--- config.mk ---
export PLATFORM = sky130hd
export DESIGN_NAME = receive
export DESIGN_NICKNAME = d
export VERILOG_FILES = /design/src/rtl/receive_pkg.sv /design/src/rtl/receive_fifo.sv /design/src/rtl/receive.sv
export SDC_FILE = /design/constraint.sdc
export NUM_CORES = 1
export LEC_CHECK = 0
export ABC_AREA = 1
export BUFFER_PORTS_ARGS = -buffer_cell sky130_fd_sc_hd__clkbuf_2
export CAP_MARGIN = 10
export CORE_MARGIN = 1
export CORE_UTILIZATION = 30
export DETAILED_ROUTE_END_ITERATION = 8
export GPL_TIMING_DRIVEN = 0
export PLACE_DENSITY = 0.48
export SETUP_SLACK_MARGIN = 0.5
export SLEW_MARGIN = 20
export SYNTH_ARGS = -nofsm -noshare
export SYNTH_HDL_FRONTEND = slang
export SYNTH_HIERARCHICAL = 1
export SYNTH_SLANG_ARGS = --single-unit
--- constraint.sdc ---
create_clock -name clk -period 1.72 [get_ports clk]
set_clock_uncertainty 0.05 [all_clocks]
set_input_delay 0.086 -clock clk [delete_from_list [all_inputs] [get_ports clk]]
set_output_delay 0.086 -clock clk [all_outputs]
set_load 0.01 [all_outputs]
--- src/rtl/receive_pkg.sv ---
// receive_pkg: shared types and constants for the serial frame receiver.
// Holds the FSM state encoding, the data width, the default guard length
// and the widths of the bit-index and guard counters.
package receive_pkg;

   localparam int DATA_BITS      = 8;
   localparam int GUARD_BITS_DEF = 12;
   localparam int BIT_IDX_W      = $clog2(DATA_BITS);

   // Guard counter has to hold 0..GUARD_BITS inclusive.
   function automatic int guard_cnt_w(input int guard_bits);
      return $clog2(guard_bits + 1);
   endfunction

   localparam int GUARD_CNT_W = guard_cnt_w(GUARD_BITS_DEF);

   typedef enum logic [1:0] {
      ST_IDLE  = 2'd0,
      ST_DATA  = 2'd1,
      ST_MARK  = 2'd2,
      ST_GUARD = 2'd3
   } rx_state_t;

endpackage

--- src/rtl/receive_fifo.sv ---
// receive_fifo: small synchronous word FIFO for the frame receiver.
// Write and read in the same cycle while full both succeed. Reads while
// empty are ignored. The head word reads as zero while the FIFO is empty
// so the output is defined straight out of reset.
module receive_fifo
   import receive_pkg::*;
#(
   parameter int DEPTH = 4,
   parameter int WIDTH = DATA_BITS
) (
   input  logic             clk,
   input  logic             rst,
   input  logic             i_wr,
   input  logic [WIDTH-1:0] i_wr_data,
   input  logic             i_rd,
   output logic [WIDTH-1:0] o_rd_data,
   output logic             o_full,
   output logic             o_empty
);

   localparam int AW = $clog2(DEPTH);
   localparam int CW = AW + 1;
   localparam logic [CW-1:0] FULL_CNT = CW'(DEPTH);
   localparam logic [CW-1:0] CNT_ONE  = CW'(1);
   localparam logic [AW-1:0] PTR_ONE  = AW'(1);

   logic [WIDTH-1:0] r_mem [DEPTH];
   logic [AW-1:0]    r_wr_ptr;
   logic [AW-1:0]    r_rd_ptr;
   logic [CW-1:0]    r_count;
   logic             w_rd_ok;
   logic             w_wr_ok;

   assign o_full    = (r_count == FULL_CNT);
   assign o_empty   = (r_count == '0);
   assign w_rd_ok   = i_rd && !o_empty;
   // A read on the same edge frees a slot, so a full FIFO can still accept.
   assign w_wr_ok   = i_wr && (!o_full || w_rd_ok);
   assign o_rd_data = o_empty ? '0 : r_mem[r_rd_ptr];

   // Storage array; contents are only observed through valid pointers.
   always_ff @(posedge clk) begin
      if (w_wr_ok) begin
         r_mem[r_wr_ptr] <= i_wr_data;
      end
   end

   // Pointer and occupancy bookkeeping; pointers wrap naturally.
   always_ff @(posedge clk or posedge rst) begin
      if (rst) begin
         r_wr_ptr <= '0;
         r_rd_ptr <= '0;
         r_count  <= '0;
      end else begin
         if (w_wr_ok) begin
            r_wr_ptr <= r_wr_ptr + PTR_ONE;
         end
         if (w_rd_ok) begin
            r_rd_ptr <= r_rd_ptr + PTR_ONE;
         end
         case ({w_wr_ok, w_rd_ok})
            2'b10:   r_count <= r_count + CNT_ONE;
            2'b01:   r_count <= r_count - CNT_ONE;
            default: r_count <= r_count;
         endcase
      end
   end

endmodule

--- src/rtl/receive.sv ---
// receive: serial frame receiver, one line bit per clock.
// Frame: start 0, 8 data bits LSB first, marker 0, GUARD_BITS idle ones.
// Finished words are queued in receive_fifo and leave over valid/ready.
// Build option: RECEIVE_FRAME_CHECK_EN enables marker and guard checking;
// without it the marker always writes, guard zeros are ignored and
// frame_error never rises.
//
// state    | meaning
// ---------+-------------------------------------------------------------
// ST_IDLE  | hunting for a start bit (rxd = 0)
// ST_DATA  | shifting in 8 data bits, LSB first
// ST_MARK  | sampling the marker bit; good word is pushed to the FIFO
// ST_GUARD | counting GUARD_BITS trailer cycles before hunting again
module receive
   import receive_pkg::*;
#(
   parameter int DEPTH      = 4,
   parameter int GUARD_BITS = GUARD_BITS_DEF
) (
   input  logic                 clk,
   input  logic                 rst,
   input  logic                 connection_status,
   input  logic                 rxd,
   output logic [DATA_BITS-1:0] word,
   output logic                 word_valid,
   input  logic                 word_ready,
   output logic                 frame_error,
   output logic                 overflow
);

   localparam int GW = guard_cnt_w(GUARD_BITS);
   localparam logic [GW-1:0]        GUARD_LAST = GW'(GUARD_BITS - 1);
   localparam logic [GW-1:0]        GUARD_ONE  = GW'(1);
   localparam logic [BIT_IDX_W-1:0] BIT_LAST   = BIT_IDX_W'(DATA_BITS - 1);
   localparam logic [BIT_IDX_W-1:0] BIT_ONE    = BIT_IDX_W'(1);

`ifdef RECEIVE_FRAME_CHECK_EN
   localparam bit CHECK_EN = 1'b1;
`else
   localparam bit CHECK_EN = 1'b0;
`endif

   rx_state_t              r_state;
   logic [DATA_BITS-1:0]   r_shift;
   logic [BIT_IDX_W-1:0]   r_bit_idx;
   logic [GW-1:0]          r_guard_cnt;
   logic                   r_frame_error;
   logic                   r_overflow;

   logic                   w_mark_good;
   logic                   w_fifo_full;
   logic                   w_fifo_empty;
   logic                   w_rd;
   logic                   w_drop;

   // A marker cycle produces a word unless the link is down or, with
   // checking on, the marker bit was sampled high.
   assign w_mark_good = connection_status && (r_state == ST_MARK) &&
                        (!rxd || !CHECK_EN);
   assign w_rd        = word_ready && !w_fifo_empty;
   assign w_drop      = w_mark_good && w_fifo_full && !w_rd;

   assign word_valid  = !w_fifo_empty;
   assign frame_error = r_frame_error;
   assign overflow    = r_overflow;

   receive_fifo #(
      .DEPTH (DEPTH),
      .WIDTH (DATA_BITS)
   ) u_fifo (
      .clk       (clk),
      .rst       (rst),
      .i_wr      (w_mark_good),
      .i_wr_data (r_shift),
      .i_rd      (word_ready),
      .o_rd_data (word),
      .o_full    (w_fifo_full),
      .o_empty   (w_fifo_empty)
   );

   // Frame FSM with registered error/overflow pulses.
   always_ff @(posedge clk or posedge rst) begin
      if (rst) begin
         r_state       <= ST_IDLE;
         r_shift       <= '0;
         r_bit_idx     <= '0;
         r_guard_cnt   <= '0;
         r_frame_error <= 1'b0;
         r_overflow    <= 1'b0;
      end else begin
         r_frame_error <= 1'b0;
         r_overflow    <= w_drop;
         if (!connection_status) begin
            // Link down: drop any partial frame, keep the FIFO intact.
            r_state     <= ST_IDLE;
            r_shift     <= '0;
            r_bit_idx   <= '0;
            r_guard_cnt <= '0;
         end else begin
            case (r_state)
               ST_IDLE: begin
                  if (!rxd) begin
                     r_state   <= ST_DATA;
                     r_bit_idx <= '0;
                  end
               end
               ST_DATA: begin
                  r_shift   <= {rxd, r_shift[DATA_BITS-1:1]};
                  r_bit_idx <= r_bit_idx + BIT_ONE;
                  if (r_bit_idx == BIT_LAST) begin
                     r_state <= ST_MARK;
                  end
               end
               ST_MARK: begin
                  if (w_mark_good) begin
                     r_state     <= ST_GUARD;
                     r_guard_cnt <= '0;
                  end else begin
                     r_frame_error <= 1'b1;
                     r_state       <= ST_IDLE;
                  end
               end
               ST_GUARD: begin
                  if (CHECK_EN && !rxd) begin
                     r_frame_error <= 1'b1;
                     r_state       <= ST_IDLE;
                  end else begin
                     r_guard_cnt <= r_guard_cnt + GUARD_ONE;
                     if (r_guard_cnt == GUARD_LAST) begin
                        r_state <= ST_IDLE;
                     end
                  end
               end
               default: r_state <= ST_IDLE;
            endcase
         end
      end
   end

endmodule

---- Yosys cells after proc, flatten, opt, wreduce, memory -nomap -nowiden ----
Memory sizes are Yosys's and may differ from the RTL's.
Index checks and enable logic that the tools add are counted.
operators by class
  add/subtract/negate cells ............... 6
  equal/unequal tests ..................... 15
  multiplexer cells ....................... 21
  reductions and logical operators ........ 15
operators with widths
  kind                   number
  $mux W8                3
  $pmux W3 S2            2
  $mux W2                5
  $ne A3 B3 Y1 const B   3
  $mux W4                2
  $pmux W2 S4            1
  $pmux W4 S2            1
  $add A3 B1 Y3 const B  2
  $eq A2 B2 Y1 const B   3
  $eq A3 B3 Y1 const B   2
  $mux W3                2
  $ne A3 B1 Y1 const B   2
  $logic_and A1 B1 Y1    5
  $mux W1                5
  $add A2 B1 Y2 const B  2
  $add A4 B1 Y4 const B  1
  $eq A2 B1 Y1 const B   2
  $eq A4 B4 Y1 const B   1
  $reduce_and A2 Y1      2
  $logic_not A1 Y1       3
  $logic_not A3 Y1       1
  $ne A3 B2 Y1 const B   1
  $reduce_and A3 Y1      1
  $sub A3 B1 Y3 const B  1
  other kinds (4)        4
word-level totals
  bits in registers ....................... 26
  RAM bits ................................ 32
  input port bits ......................... 5
  output and inout bits ................... 11
  logic and storage cells ................. 67
  memories kept ........................... 1
memory list
  memory        depth  width  read ports  clocked after memory_dff  write ports  RTL line            text
  u_fifo.r_mem  4      8      1           0                         1            receive_fifo.sv:27  logic [WIDTH-1:0] r_mem [DEPTH];

---- Longest topological paths before layout ----
  word-level depth ........................ 7
  depth in mapped cells ................... 14

---- Hierarchy ----
The synthesis kept the hierarchy.
by module, submodules not included
  module        instances  cells each  area each (µm²)  seq. area each (µm²)
  receive_fifo  1          186         1840.5           1136.1
  receive       1          100         878.3            475.5

---- Least setup slack after synthesis ----
Ideal clock, no wire load.
  kind .................................... reg-to-reg
  start point ............................. register r_state[1]
  end point ............................... register u_fifo.r_count[2]
  library setup time ...................... 117 ps
  data arrival time ....................... 1659 ps
  data required time ...................... 1553 ps
  path slack .............................. -106 ps
  cell stages (with the launch flop) ...... 13
  period minus slack after synthesis ...... 1826 ps
  cell sequence ........................... dfrtp_1 nand2_2 clkinv_2 nand2_1 inv_2 nand2_2 ha_1 inv_1 fa_1 nand2_1 nand3_1 nand2_1 nand2_1
between the ends
  word-level cells in the longest chain between the ends .. 5
RTL lines
  item                                                      RTL line            text
  start, declared                                           receive.sv:43       rx_state_t r_state;
  start signal, assigned                                    receive.sv:84       r_state <= ST_IDLE;
  start signal, assigned                                    receive.sv:95       r_state <= ST_IDLE;
  start signal, assigned                                    receive.sv:103      r_state <= ST_DATA;
  $eq A2 B2 Y1 (*)                                          receive.sv:58       assign w_mark_good = connection_status && (r_state == ST_MARK) &&
  $logic_and A1 B1 Y1 (*)                                   receive.sv:58
  named net w_mark_good                                     receive.sv:50       logic w_mark_good;
  $logic_and A1 B1 Y1 (*)                                   receive_fifo.sv:38  assign w_wr_ok = i_wr && (!o_full || w_rd_ok);
  $eq A2 B1 Y1 / $eq A2 B2 Y1 (equally long branches)       receive_fifo.sv:61  case ({w_wr_ok, w_rd_ok})
  $pmux W3 S2 / $reduce_bool A2 Y1 (equally long branches)  -
  end signal, assigned                                      receive_fifo.sv:62  2'b10: r_count <= r_count + CNT_ONE;
  end signal, assigned                                      receive_fifo.sv:63  2'b01: r_count <= r_count - CNT_ONE;
  end signal, assigned                                      receive_fifo.sv:64  default: r_count <= r_count;
  end, declared                                             receive_fifo.sv:30  logic [CW-1:0] r_count;
Mark *: on every way through the listed nets, which the timed path passes. The rest lies on a longest branch.
A chain may end at the register's enable or synchronous reset.

---- Worst setup path in the final report ----
  start point ............................. register u_fifo.r_count[1]
  end point ............................... register u_fifo.r_count[1]
between the ends
  word-level cells in the longest chain between the ends .. 7
RTL lines
  item                                                      RTL line            text
  $logic_not A3 Y1 (*)                                      receive_fifo.sv:35  assign o_empty = (r_count == '0);
  $logic_not A1 Y1 (*)                                      receive_fifo.sv:36  assign w_rd_ok = i_rd && !o_empty;
  $logic_and A1 B1 Y1 (*)                                   receive_fifo.sv:36
  named net u_fifo.w_rd_ok                                  receive_fifo.sv:31  logic w_rd_ok;
  $logic_or A1 B1 Y1                                        receive_fifo.sv:38
  $logic_and A1 B1 Y1                                       receive_fifo.sv:38
  $eq A2 B1 Y1 / $eq A2 B2 Y1 (equally long branches)       receive_fifo.sv:61
  $pmux W3 S2 / $reduce_bool A2 Y1 (equally long branches)  -
Marked as above.

==> results.md <==
* Status: finished, violations left
* Failing checks: setup timing
* Crit Reg-Reg Startpoint: u_fifo/r_count[1]
* Post-route DRC at 0
* Type of origin of the critical path: flop
* # H-tree levels at 3
* CTS root buf: clkbuf_8
* RD Place Congestion at 0.700
* Die X at 97.2 um
* HP Class: primary input to flop
* Layout Utilization at 45.2%
* DP Wirelength at 3420 um
* Async S/R FF share, synth at 44.8%
* CTS tree: done
* Yosys warning total at 6
* Seq/Total Area, Yosys at 59.3%
* Endpoint class of the critical path: flop
* Clock Latency Late Sink at 0.33 ns
* Synth Register Bits at 58
* Leak Pwr at 1.83 nW
* RSZ-0062 raised after global routing: yes
* Chip height at 97.2 um
* Final setup fails at 1
* Crit path to: u_fifo/r_count[1]
* Routed Antenna Nets at 0
* CTS max path bufs at 2
* Reg2Reg Depth at 8
* Drt wl/cell at 12.7 um
* Iter 0 DRT Violations at 67
* Register-to-register path setup slack at -0.001 ns
* Grt total ovfl at 0
* Worst r2r dst: u_fifo/r_count[1]
* Post-Layout Cell Count at 460
* CTS Buf Count at 9
* VDD IR max at about 0.49 mV
* Cell Pwr Density at about 1600 nW/um2
* Sink Count at 58
* Fin crit share at 100%
* First-pass GRT wire length at 9580 um
* Final wirelength at 5830 um
* Hold Slack at 0.0281 ns
* Vias at 1992
* Initial Utilization at 31.0%
* Area contributors post-synth: edfxtp_1, dfrtp_1, nand2_1
* Post-synth EDFFs at 32
* Yosys top cell by area: edfxtp_1
* Slowest stage delay, CP at 0.44 ns
* Slew Limit Headroom at roughly half
* Rows at 34
* Maximum clock rate at 581 MHz
* Vias in the first global route at 2031
* Avg Cell Area, Syn at around 9.5 um2
* Worst slew pin tran at 0.744 ns
* Kind of critical path: flop to flop
* Ant diodes at 0
* Final setup TNS at -0.00149 ns
* Crit path required time at 1.93 ns
* GRT Total Usage at 13.3%
* Final WS setup at -0.00149 ns
* Buffers plus inverters on the worst setup path at 2
* Post-Synthesis Cells at between 200 and 300
* Max-Cap Viols at 0
* IO Port Bufs at 14
* Final slew viol count at 0
* Fill count at 823
* Post-synth top flop: edfxtp_1
* Clock-pin slew on the worst setup and hold paths at 0.07 ns
* Total core area at 8760 um2
* Crit path arrival time at 1.93 ns
* Crit path cell chain: nor2_4 -> nand2_2 -> nand2_2 -> inv_2 -> ha_4 -> inv_2 -> fa_2 -> o21ai_2
* Vias/cell at 4.33
* Largest net degree at the start of global routing at 20
* Crit Path Max Fanout at 3
* CP delay by family, top: adder cells
* Die area at 9450 um2
* I/O pin count at 16
* Fin crit period at 1.72 ns
* Share of cells above drive strength 1 at 43.2%
* Crit. Startpoint: u_fifo/r_count[1]
* Worst path slowest cell: dfrtp_2
* Final Hold Vio Count at 0
* Syn Std Cell Area at between 2000 and 3000 um2
* Layout Area Growth over Synthesis at 45.8%
* Initial antenna violation count at 0
* Drt pass-1 iters at 4
* Post-synth cell types at 28
* Final nets at 361
* Top cell type's share of synthesized area at between 30 and 40%
* Synth Net Count at 300
* Critical Path Stages at 8
* DP Cell Count at 408
## what timing repair did
action / in CTS / in global routing
hold buffers: 2 / 0
pin swaps: 15 / 21
setup buffers: 25 / 6
resized for setup: 39 / 80
gates cloned: 2 / 1
setup endpoints to repair: 47 / 62
endpoints found under the hold margin: 27 / 0
## cell usage after synthesis, types with 2 or more instances
cell      instances
ha_1              8
nand4_1           2
edfxtp_1         32
o22ai_1           8
dfrtp_1          26
nor2_2            3
nand3_1          23
inv_2             5
a21oi_1           8
nand2_2           3
buf_4             3
o21ai_1           4
buf_6             2
nand2_1          66
xnor2_1           3
nor2_1            9
o21ai_0           7
inv_1            64
## layout by cell type (no fill, tap or decap), types with 9 or more instances in the layout
cell type  netlist  layout
nand3_2          1      14
buf_6            2      11
clkbuf_8         0       9
nand2_2          3      20
nand3_1         23       9
nand2_1         66      38
buf_4            3      20
nand2_4          0      10
inv_1           64      59
dfrtp_1         26      25
edfxtp_1        32      32
## worst min-delay path: stages
cell      delay [ns]
clkbuf_2        0.09
inv_1           0.09
o22ai_2         0.09
## final cells by class
type                            count  area, um2  share of cell area (%)
Inverter                           71        295                    7.45
Timing Repair Buffer               50        492                    12.4
Multi-Input combinational cell    151       1120                    28.4
Clock buffer                       10        128                    3.22
Buffer                              6       72.6                    1.83
Tap cell                          108        135                    3.41
Sequential cell                    58       1610                    40.7
Clock inverter                      6        105                    2.65
## per-layer routing
layer | up-vias | GRT usage, % | wire, um | share of wire, %
li1 | 1015 | - | - | -
met1 | 947 | 15.1 | 2420 | 41
met2 | 22 | 23.7 | 3190 | 55
met3 | 8 | 2.37 | 125 | 2.1
met4 | 0 | 6.89 | 98 | 1.7
met5 | - | 0 | 0 | 0
## through the flow
stage          total power, mW  cell area [um2]  setup slack (ns)
4_1_cts                   5.78             3660            0.0439
3_3_place_gp              3.50             2970            -0.218
5_1_grt                   6.60             3970           -0.0706
3_5_place_dp              3.52             2970            -0.249
2_1_floorplan             3.02             2760            0.0327
6_report                  6.21             3970          -0.00149
## where the power goes
part           internal [mW]  total (mW)  switching [mW]  leakage [nW]
combinational           1.40        2.94            1.55          1.08
sequential              1.65        1.78           0.134         0.643
clock                  0.953        1.48           0.531         0.112
total                   4.00        6.21            2.21          1.83
## logic make-up (layout without fill, tap and decap cells)
kind of cell	after synthesis	in the layout	share of synthesized area, %
simple gates	110	110	17.7
buf+inv	77	143	11.9
flops	58	58	59.3
compound gates	28	28	5.66
fa+ha+maj	9	9	4.42
xor+xnor	3	3	0.967
other cells	1	1	0.138
## worst min-delay path by stage
stage,start,to,slack (ns),cells past startpoint
2_1_floorplan,rst,u_fifo/r_count[0],-0.16,1
3_3_place_gp,rst,u_fifo/r_wr_ptr[0],-0.01,2
3_5_place_dp,rst,u_fifo/r_wr_ptr[0],-0.02,2
4_1_cts,rxd,r_shift[7],0.005,3
5_1_grt,connection_status,r_guard_cnt[0],0.03,3
6_report,rxd,r_shift[7],0.03,3
## flip-flops by register name, indices dropped and copies added, names as in the netlist
signal and count:
frame_error 1, overflow 1, r_bit_idx 3, r_guard_cnt 4
r_shift 8, r_state 2, u_fifo/r_count 3, u_fifo/r_mem 32
u_fifo/r_rd_ptr 2, u_fifo/r_wr_ptr 2
(Power assumes the default switching activity.)
